===== src/rtl/lsu_pkg.sv =====
// Shared types, funct3 size codes and byte-lane helpers for the load/store unit.
package lsu_pkg;

  typedef enum logic [1:0] {
    IDLE = 2'd0,
    REQ  = 2'd1,
    DONE = 2'd2
  } state_t;

  localparam logic [2:0] SZ_B  = 3'b000;
  localparam logic [2:0] SZ_H  = 3'b001;
  localparam logic [2:0] SZ_W  = 3'b010;
  localparam logic [2:0] SZ_BU = 3'b100;
  localparam logic [2:0] SZ_HU = 3'b101;

  localparam logic [31:0] TIMEOUT_DATA = 32'hDEAD_BEEF;

  function automatic logic [3:0] be_gen(input logic [2:0] size, input logic [1:0] lane);
    logic [3:0] be;
    case (size)
      SZ_B, SZ_BU: be = 4'b0001 << lane;
      SZ_H, SZ_HU: be = 4'b0011 << {lane[1], 1'b0};
      SZ_W:        be = 4'b1111;
      default:     be = 4'b0000;
    endcase
    return be;
  endfunction

  // Unsigned sizes only make sense for loads; everything else must be naturally aligned.
  function automatic logic access_ok(input logic [2:0] size, input logic [1:0] lane,
                                     input logic we);
    logic ok;
    case (size)
      SZ_B:    ok = 1'b1;
      SZ_BU:   ok = !we;
      SZ_H:    ok = !lane[0];
      SZ_HU:   ok = !we && !lane[0];
      SZ_W:    ok = (lane == 2'b00);
      default: ok = 1'b0;
    endcase
    return ok;
  endfunction

  function automatic logic [31:0] wdata_gen(input logic [2:0] size, input logic [31:0] d);
    logic [31:0] w;
    case (size)
      SZ_B:    w = {4{d[7:0]}};
      SZ_H:    w = {2{d[15:0]}};
      default: w = d;
    endcase
    return w;
  endfunction

endpackage


===== src/rtl/lsu_if.sv =====
// Data-bus interface between the load/store unit (master) and data memory (slave).
// Handshake: master raises req with we/addr/be/wdata stable and holds them until the slave
// returns ack for exactly one cycle; rdata is valid only in that ack cycle.
interface lsu_bus_if #(
  parameter int ADDR_W = 32
) ();
  logic              req;
  logic              we;
  logic [ADDR_W-1:0] addr;
  logic [3:0]        be;
  logic [31:0]       wdata;
  logic              ack;
  logic [31:0]       rdata;

  modport master (output req, we, addr, be, wdata, input ack, rdata);
  modport slave  (input req, we, addr, be, wdata, output ack, rdata);
endinterface


===== src/rtl/lsu_extend.sv =====
// Load-data formatter: selects the addressed lane of the bus word and sign/zero-extends it.
module lsu_extend
  import lsu_pkg::*;
(
  input  logic [31:0] rdata,
  input  logic [1:0]  lane,
  input  logic [2:0]  size,
  output logic [31:0] ext
);

  logic [7:0]  b;
  logic [15:0] h;

  always_comb begin
    case (lane)
      2'd0:    b = rdata[7:0];
      2'd1:    b = rdata[15:8];
      2'd2:    b = rdata[23:16];
      default: b = rdata[31:24];
    endcase
    h = lane[1] ? rdata[31:16] : rdata[15:0];
    case (size)
      SZ_B:    ext = {{24{b[7]}}, b};
      SZ_BU:   ext = {24'd0, b};
      SZ_H:    ext = {{16{h[15]}}, h};
      SZ_HU:   ext = {16'd0, h};
      default: ext = rdata;
    endcase
  end

endmodule


===== src/rtl/load_store_unit.sv =====
// Load/store unit: one valid/ack bus transaction per instruction, stalling the core via mem_wait.
// Optional REQ-phase watchdog with abort pulse is enabled by defining LSU_TIMEOUT_EN.
module load_store_unit
  import lsu_pkg::*;
#(
  parameter int ADDR_W = 32
`ifdef LSU_TIMEOUT_EN
  , parameter int TIMEOUT_CYCLES = 255
`endif
) (
  input  logic              clk,
  input  logic              reset_n,
  input  logic              ld_req,
  input  logic              st_req,
  input  logic [2:0]        size,
  input  logic [ADDR_W-1:0] addr,
  input  logic [31:0]       st_data,
  output logic              mem_wait,
  output logic [31:0]       ld_data,
  output logic              misalign,
`ifdef LSU_TIMEOUT_EN
  output logic              timeout,
`endif
  output state_t            dbg_state,
  lsu_bus_if.master         bus
);

  state_t      state, next_state;
  logic        req, legal, expire;
  logic [1:0]  a_lane;
  logic [2:0]  a_size;
  logic [31:0] ext_data;

`ifdef LSU_TIMEOUT_EN
  localparam int CNT_W = ($clog2(TIMEOUT_CYCLES) > 8) ? $clog2(TIMEOUT_CYCLES) : 8;
  logic [CNT_W-1:0] cnt;
  assign expire = (cnt == CNT_W'(TIMEOUT_CYCLES - 1));
`else
  assign expire = 1'b0;
`endif

  // Store wins when both strobes are up, so st_req alone decides the direction.
  assign req       = ld_req | st_req;
  assign legal     = access_ok(size, addr[1:0], st_req);
  assign mem_wait  = ((state == IDLE) && req) || (state == REQ);
  assign bus.req   = (state == REQ);
  assign dbg_state = state;

  lsu_extend u_extend (
    .rdata (bus.rdata),
    .lane  (a_lane),
    .size  (a_size),
    .ext   (ext_data)
  );

  always_comb begin
    next_state = state;
    case (state)
      IDLE:    if (req) next_state = legal ? REQ : DONE;
      REQ:     if (bus.ack || expire) next_state = DONE;
      DONE:    next_state = IDLE;
      default: next_state = IDLE;
    endcase
  end

  always_ff @(posedge clk or negedge reset_n) begin
    if (!reset_n) state <= IDLE;
    else          state <= next_state;
  end

  always_ff @(posedge clk or negedge reset_n) begin
    if (!reset_n) begin
      bus.we    <= 1'b0;
      bus.addr  <= '0;
      bus.be    <= 4'b0000;
      bus.wdata <= 32'd0;
      a_lane    <= 2'b00;
      a_size    <= 3'b000;
      ld_data   <= 32'd0;
      misalign  <= 1'b0;
`ifdef LSU_TIMEOUT_EN
      timeout   <= 1'b0;
      cnt       <= '0;
`endif
    end else begin
      misalign <= 1'b0;
      if ((state == IDLE) && req) begin
        if (legal) begin
          bus.we    <= st_req;
          bus.addr  <= {addr[ADDR_W-1:2], 2'b00};
          bus.be    <= be_gen(size, addr[1:0]);
          bus.wdata <= wdata_gen(size, st_data);
          a_lane    <= addr[1:0];
          a_size    <= size;
        end else begin
          misalign <= 1'b1;
          ld_data  <= 32'd0;
        end
      end
      if ((state == REQ) && bus.ack && !bus.we) ld_data <= ext_data;
`ifdef LSU_TIMEOUT_EN
      // An ack in the final watchdog cycle still completes the access normally.
      timeout <= 1'b0;
      if (state != REQ) begin
        cnt <= '0;
      end else if (!bus.ack) begin
        if (expire) begin
          timeout <= 1'b1;
          ld_data <= TIMEOUT_DATA;
        end else begin
          cnt <= cnt + CNT_W'(1);
        end
      end
`endif
    end
  end

endmodule


===== src/flat_wrapper.sv =====
// flat-port wrapper written by rule: the top's interface ports become plain ports
module load_store_unit_flat import lsu_pkg::*;
#(
  parameter int ADDR_W = 32

)
  (clk, reset_n, ld_req, st_req, size, addr, st_data, mem_wait, ld_data, misalign, dbg_state, bus_req, bus_we, bus_addr, bus_be, bus_wdata, bus_ack, bus_rdata);
  lsu_bus_if #(.ADDR_W(ADDR_W)) bus_i ();
  input  logic clk;
  input  logic reset_n;
  input  logic ld_req;
  input  logic st_req;
  input  logic [2:0] size;
  input  logic [ADDR_W-1:0] addr;
  input  logic [31:0] st_data;
  output logic mem_wait;
  output logic [31:0] ld_data;
  output logic misalign;
  output state_t dbg_state;
  output wire logic [$bits(bus_i.req)-1:0] bus_req;
  output wire logic [$bits(bus_i.we)-1:0] bus_we;
  output wire logic [$bits(bus_i.addr)-1:0] bus_addr;
  output wire logic [$bits(bus_i.be)-1:0] bus_be;
  output wire logic [$bits(bus_i.wdata)-1:0] bus_wdata;
  input wire logic [$bits(bus_i.ack)-1:0] bus_ack;
  input wire logic [$bits(bus_i.rdata)-1:0] bus_rdata;
  assign bus_req = bus_i.req;
  assign bus_we = bus_i.we;
  assign bus_addr = bus_i.addr;
  assign bus_be = bus_i.be;
  assign bus_wdata = bus_i.wdata;
  assign bus_i.ack = bus_ack;
  assign bus_i.rdata = bus_rdata;
  load_store_unit #(.ADDR_W(ADDR_W)) u_core (.clk(clk), .reset_n(reset_n), .ld_req(ld_req), .st_req(st_req), .size(size), .addr(addr), .st_data(st_data), .mem_wait(mem_wait), .ld_data(ld_data), .misalign(misalign), .dbg_state(dbg_state), .bus(bus_i));
endmodule

===== config.mk =====
export PLATFORM = sky130hd
export DESIGN_NAME = load_store_unit_flat
export DESIGN_NICKNAME = d
export VERILOG_FILES = /design/src/rtl/lsu_pkg.sv /design/src/rtl/lsu_if.sv /design/src/rtl/lsu_extend.sv /design/src/rtl/load_store_unit.sv /design/src/flat_wrapper.sv
export SDC_FILE = /design/constraint.sdc
export NUM_CORES = 1
export LEC_CHECK = 0
export CAP_MARGIN = 20
export CORE_AREA = 5 5 114 116
export DETAILED_ROUTE_END_ITERATION = 7
export DIE_AREA = 0 0 119 121
export PLACE_DENSITY = 0.86
export SLEW_MARGIN = 20
export SYNTH_ARGS = -nofsm -noshare
export SYNTH_HDL_FRONTEND = slang
export SYNTH_HIERARCHICAL = 1
export SYNTH_SLANG_ARGS = --single-unit

===== constraint.sdc =====
create_clock -name clk -period 4.9 [get_ports clk]
set_input_delay 0.735 -clock clk [delete_from_list [all_inputs] [get_ports clk]]
set_output_delay 0.735 -clock clk [all_outputs]
set_load 0.02 [all_outputs]

### Word-level counts from Yosys, hierarchy flattened

Index checks and enable logic that the tools add are counted.

* logic and storage cells: 59
* bits in latches: 0
* input port bits: 104
* output and inout bits: 106
* bits in writable memories: 0
* memories: 0
* register bits after elaboration: 107
* bits in read-only memories: 0

* multiply operators: 0
* $add $sub $neg: 0
* reduce and logical (&&, ||, !) cells: 19
* order comparisons: 0
* shifts and indexed selects: 2
* multiplexer cells: 15
* eq/ne operators: 13
* divide/modulo/power cells: 0
* bitwise operators: 1

Operators with widths (count)
* $pmux 32 s4: 1
* $mux 32: 3
* $pmux 32 s2: 1
* $pmux 8 s3: 1
* $mux 16: 1
* $eq 3x3->1 const B: 4
* $pmux 4 s3: 1
* $eq 3x1->1 const B: 2
* $logic_not 2->1: 3
* $logic_not 3->1: 2
* $mux 2: 3
* $reduce_and 2->1: 3
* $pmux 1 s5: 1
* $eq 2x1->1 const B: 2
* $logic_and 1x1->1: 4
* $ne 2x1->1 const B: 2
* $pmux 2 s2: 1
* $reduce_or 2->1: 2
* $shl 1x2->4 const A: 1
* $shl 2x2->4 const A: 1
* $eq 3x2->1 const B: 1
* $logic_not 1->1: 3
* $eq 2x2->1 const B: 1
* $mux 1: 2
* other kinds (4): 4

### Depth between registers and ports, before layout

* depth in word-level cells: 6
* depth in mapped cells: 6
* mapped depth without buffers: 4

### By module

Netlist, hierarchy kept.

Modules (own cells, without submodules)
* load_store_unit: cells each 338, sequential area each 2677.6 µm², area each 4704.5 µm², instances 1
* lsu_extend: cells each 133, sequential area each 0.0 µm², area each 969.7 µm², instances 1

### Worst setup path after synthesis

Ideal clock, no wire load.

* kind: input-to-reg
* from: input size[0]
* to: register u_core.bus.addr[13]
* required time: 4.775 ns
* path slack: 2.719 ns
* stages: 6
* arrival time: 2.055 ns
* path buffers: 3
* library setup time: 0.125 ns
* cells stage by stage: buf_6 -> nor4_2 -> o211a_4 -> buf_8 -> buf_12 -> mux2_4

* longest elaborated chain between the ends: 3
* elaborated cells on any way between the ends: 7
* those cells by class: eq/ne: 4; mux: 1; reduce/logical: 2

Ends and longest elaborated chain
* from (decl): RTL line flat_wrapper.sv:13 `input logic [2:0] size;`
* $eq 3x2->1, or another cell as far along: RTL line lsu_pkg.sv:33 `case (size)`
* $pmux 1 s5 (*): RTL line lsu_pkg.sv:33
* $reduce_and 2->1 (no source line) (*)
* to (decl): RTL line lsu_if.sv:15 `modport master (output req, we, addr, be, wdata, input ack, rdata);`

Every way passes the cells marked *; elsewhere a longest branch is shown, timed or not.
A chain may end at the register's enable or synchronous reset.

### Worst setup path in the final report

* from: input size[2]
* to: register u_core.bus.addr[9]

The elaborated chain is that of the path after synthesis.

==> impl_results.md <==
- YS warnings: 6
- Main combinational cell family by area after synthesis: multiplexers
- CTS tree: yes
- Endpoints failing setup: 0
- GR Util met2: 0.386
- VDD IR max: 0.000327 V
- Leakage: 3.27 nW
- GR Util All Layers: 0.239
- CTS root buf: clkbuf_16
- Worst Setup Start Kind: input pin
- Combinational power share: 0.523
- Crit path kind: in -> reg
- Synth Area in Compound Gates: 0.154
- Fin crit share: 0.650
- Xor and xnor area share after synthesis: 0
- PD cells: 621 nW/µm²
- Mean Syn Cell Area: 12.0 µm²
- Antenna cells: 0
- CTS Sinks: 107
- Arr. time, crit path: 3.42 ns
- Drt via density: 5.94
- Dpl hpwl: 12.6 mm
- CP max stage cell: o211a_4
- Skew-Pair Late Insertion Delay: 0.35 ns
- Pre-antenna DRT Iters: 5
- Gr busiest metal: met2
- Clk pwr share: 0.161
- Hold Fails Final Rpt: 0
- Initial Util: 0.480
- Placeable Area: 11800 µm²
- Clock buffer depth: 2
- DRT Wirelength: 17.5 mm
- Leading area contributor after synthesis: dfrtp_1
- Final Critical Period: 3.18 ns
- CTS clk-pin slew, worst paths: 0.07 ns
- DIE HEIGHT: 121 µm
- Via Count: 4791
- Worst path top cell family by delay: compound AO/OA/AOI/OAI gates
- Area contributors post-synth: dfrtp_1 47%, mux2_2 13%, mux2_4 5.6%, o2bb2ai_1 5.1%, mux4_1 3.2%
- Share of cells above drive strength 1: 0.186
- Worst slack, placed: 1.38 ns
- Hold crit path type: in -> async
- Setup Fix Bufs, Post-CTS: 0
- Mux cell area share after synthesis: 0.234
- Switching part of the total: 0.395
- H-tree depth: 3
- Die area: 14400 µm²
- Unrepaired setup endpoints after global routing: no
- Max-cap viol count: 0
- Post-synthesis cell type count: 41
- Maximum fanout along the worst path: 58
- Initial antenna violation count: 0
- Nets@finish: 759
- Top_reg_cell synth: dfrtp_1
- Slew margin rel.: 0.308
- NetSw: 0.00197 W
- Pint: 0.00301 W
- Simple-gate area share of the yosys netlist: 0.0789
- Antenna-violating nets left: 0
- IO Pins: 210
- Worst path depth: 4
- Buffers plus inverters on the worst setup path: 1
- PortBufs: 207
- Number of global-route vias before repair: 4920
- GRT overflow: 0
- Crit path cell chain: clkdlybuf4s50_1, nor4_2, o211a_4, mux2_2
- Cts hold-fix bufs: 0
- Resize count post-CTS: 0
- Seq pwr share: 0.316
- Clock Skews: 0.00462 ns
- Final worst slack: 1.72 ns
- P&R area growth vs syn: 41.2%
- Fmax: 314 MHz
- CP Data Required Time: 5.13 ns
- TNS Setup: 0 ns
- Pin count of the biggest net entering global routing: 82
- Die width: 119 µm
- Commonest cells post-synth: 107 x dfrtp_1, 63 x mux2_2, 39 x nand2_1
- FF-to-FF path depth: 4
- Drt drc: 0
- Post-synth EDFFs: 0
- Synth top area share: 0.472
- Cells after Synth: 471
- #FFs+latches synth: 107
- Ys async rst share: 1.00
- Status: finished, final reports clean
- Cell Area, Synth: 5670 µm²
- Register area share after synthesis: 0.472
- CTS Buf Count: 9
- GPL Wtd Cong: 0.883
- First-pass GRT wire length: 27.2 mm
- Met3 usage: 0.0858
- Rows: 40
- Met1 usage: 0.293
- WL/cell: 21.7 µm
- Count leader, synth: dfrtp_1
- Initial drt markers: 441
- Worst slew pin tran: 1.04 ns
- CP endpoint kind: flip-flop
- Pins Over Slew Limit: 0
- Synth Area in Adders: 0
- Crit path largest cell delay: 0.82 ns
[sequential cells by signal, indices dropped and copies added, names as in the netlist]
register / count
u_core/misalign: 1
u_core/bus.we: 1
u_core/bus.addr: 30
u_core/bus.wdata: 32
u_core/a_size: 3
u_core/a_lane: 2
u_core/dbg_state: 2
u_core/ld_data: 32
u_core/bus.be: 4
[path summary, 6_finish.rpt]
path	from	end	slack, ns
max	size[2]	u_core/bus.addr[9]	1.72
min	reset_n	u_core/ld_data[0]	0.44
max reg2reg	u_core/a_lane[1]	u_core/ld_data[30]	2.46
min reg2reg	u_core/bus.wdata[30]	u_core/bus.wdata[30]	0.51
max in group asynchronous	reset_n	u_core/bus.addr[28]	3.59
min in group clk	u_core/bus.wdata[30]	u_core/bus.wdata[30]	0.51
[per-layer routing]
layer  up-vias  part of all wire
met4         0             0.032
met2       326              0.47
met3        46              0.12
met1      2323              0.38
li1       2096                 -
met5         -                 0
[power groups by stage]
stage               Sequential (W)  Clock (W)  Combinational (W)
floorplan                  0.00193          0            0.00113
global placement           0.00155          0            0.00253
detailed placement         0.00158          0            0.00259
CTS                        0.00157   0.000817            0.00260
global route               0.00163   0.000850            0.00274
finish                     0.00157   0.000802            0.00260
[placed cells by master (no fill, tap or decap), types with 2 or more instances in the layout]
master	instances
mux2_4	21
nand2b_1	4
inv_1	10
o31ai_1	2
dfrtp_1	107
o2bb2ai_1	33
mux2_2	63
a221oi_1	2
a21oi_1	15
nor2_1	31
clkbuf_16	9
mux4_1	7
o221ai_1	3
o221ai_2	4
nand2_1	39
or2_2	4
conb_1	2
a311oi_1	7
o21ai_0	21
clkdlybuf4s50_1	206
nor2b_1	11
o22ai_1	16
a32o_1	4
buf_4	5
inv_6	2
mux2i_1	12
bufinv_16	2
[stage by stage]
step	util	area, µm²	hold WS (ns)	power (W)	cells
after global routing	0.678	8010	0.518	0.00521	807
after detailed placement	0.651	7680	0.495	0.00417	791
after global placement	0.651	7680	0.489	0.00409	791
after floorplan	-	5680	0.439	0.00307	472
after CTS	0.678	8010	0.515	0.00499	807
final	0.678	8010	0.440	0.00498	807
[kinds of logic (layout without fill, tap and decap cells)]
family,Yosys count,count (layout)
compound gates,112,112
flops,107,107
mux,103,103
simple gates,96,96
buf+inv,52,240
other cells,1,2
[final cells by class]
type                       instances  area, µm²
tap                              147        184
timing repair buffer             212       2110
clock inverter                     5       82.6
clock buffer                      11        243
sequential                       107       2680
multi-input combinational        313       2670
inverter                          12       45.0
fill                             870       3800
(Power assumes the default switching activity.)
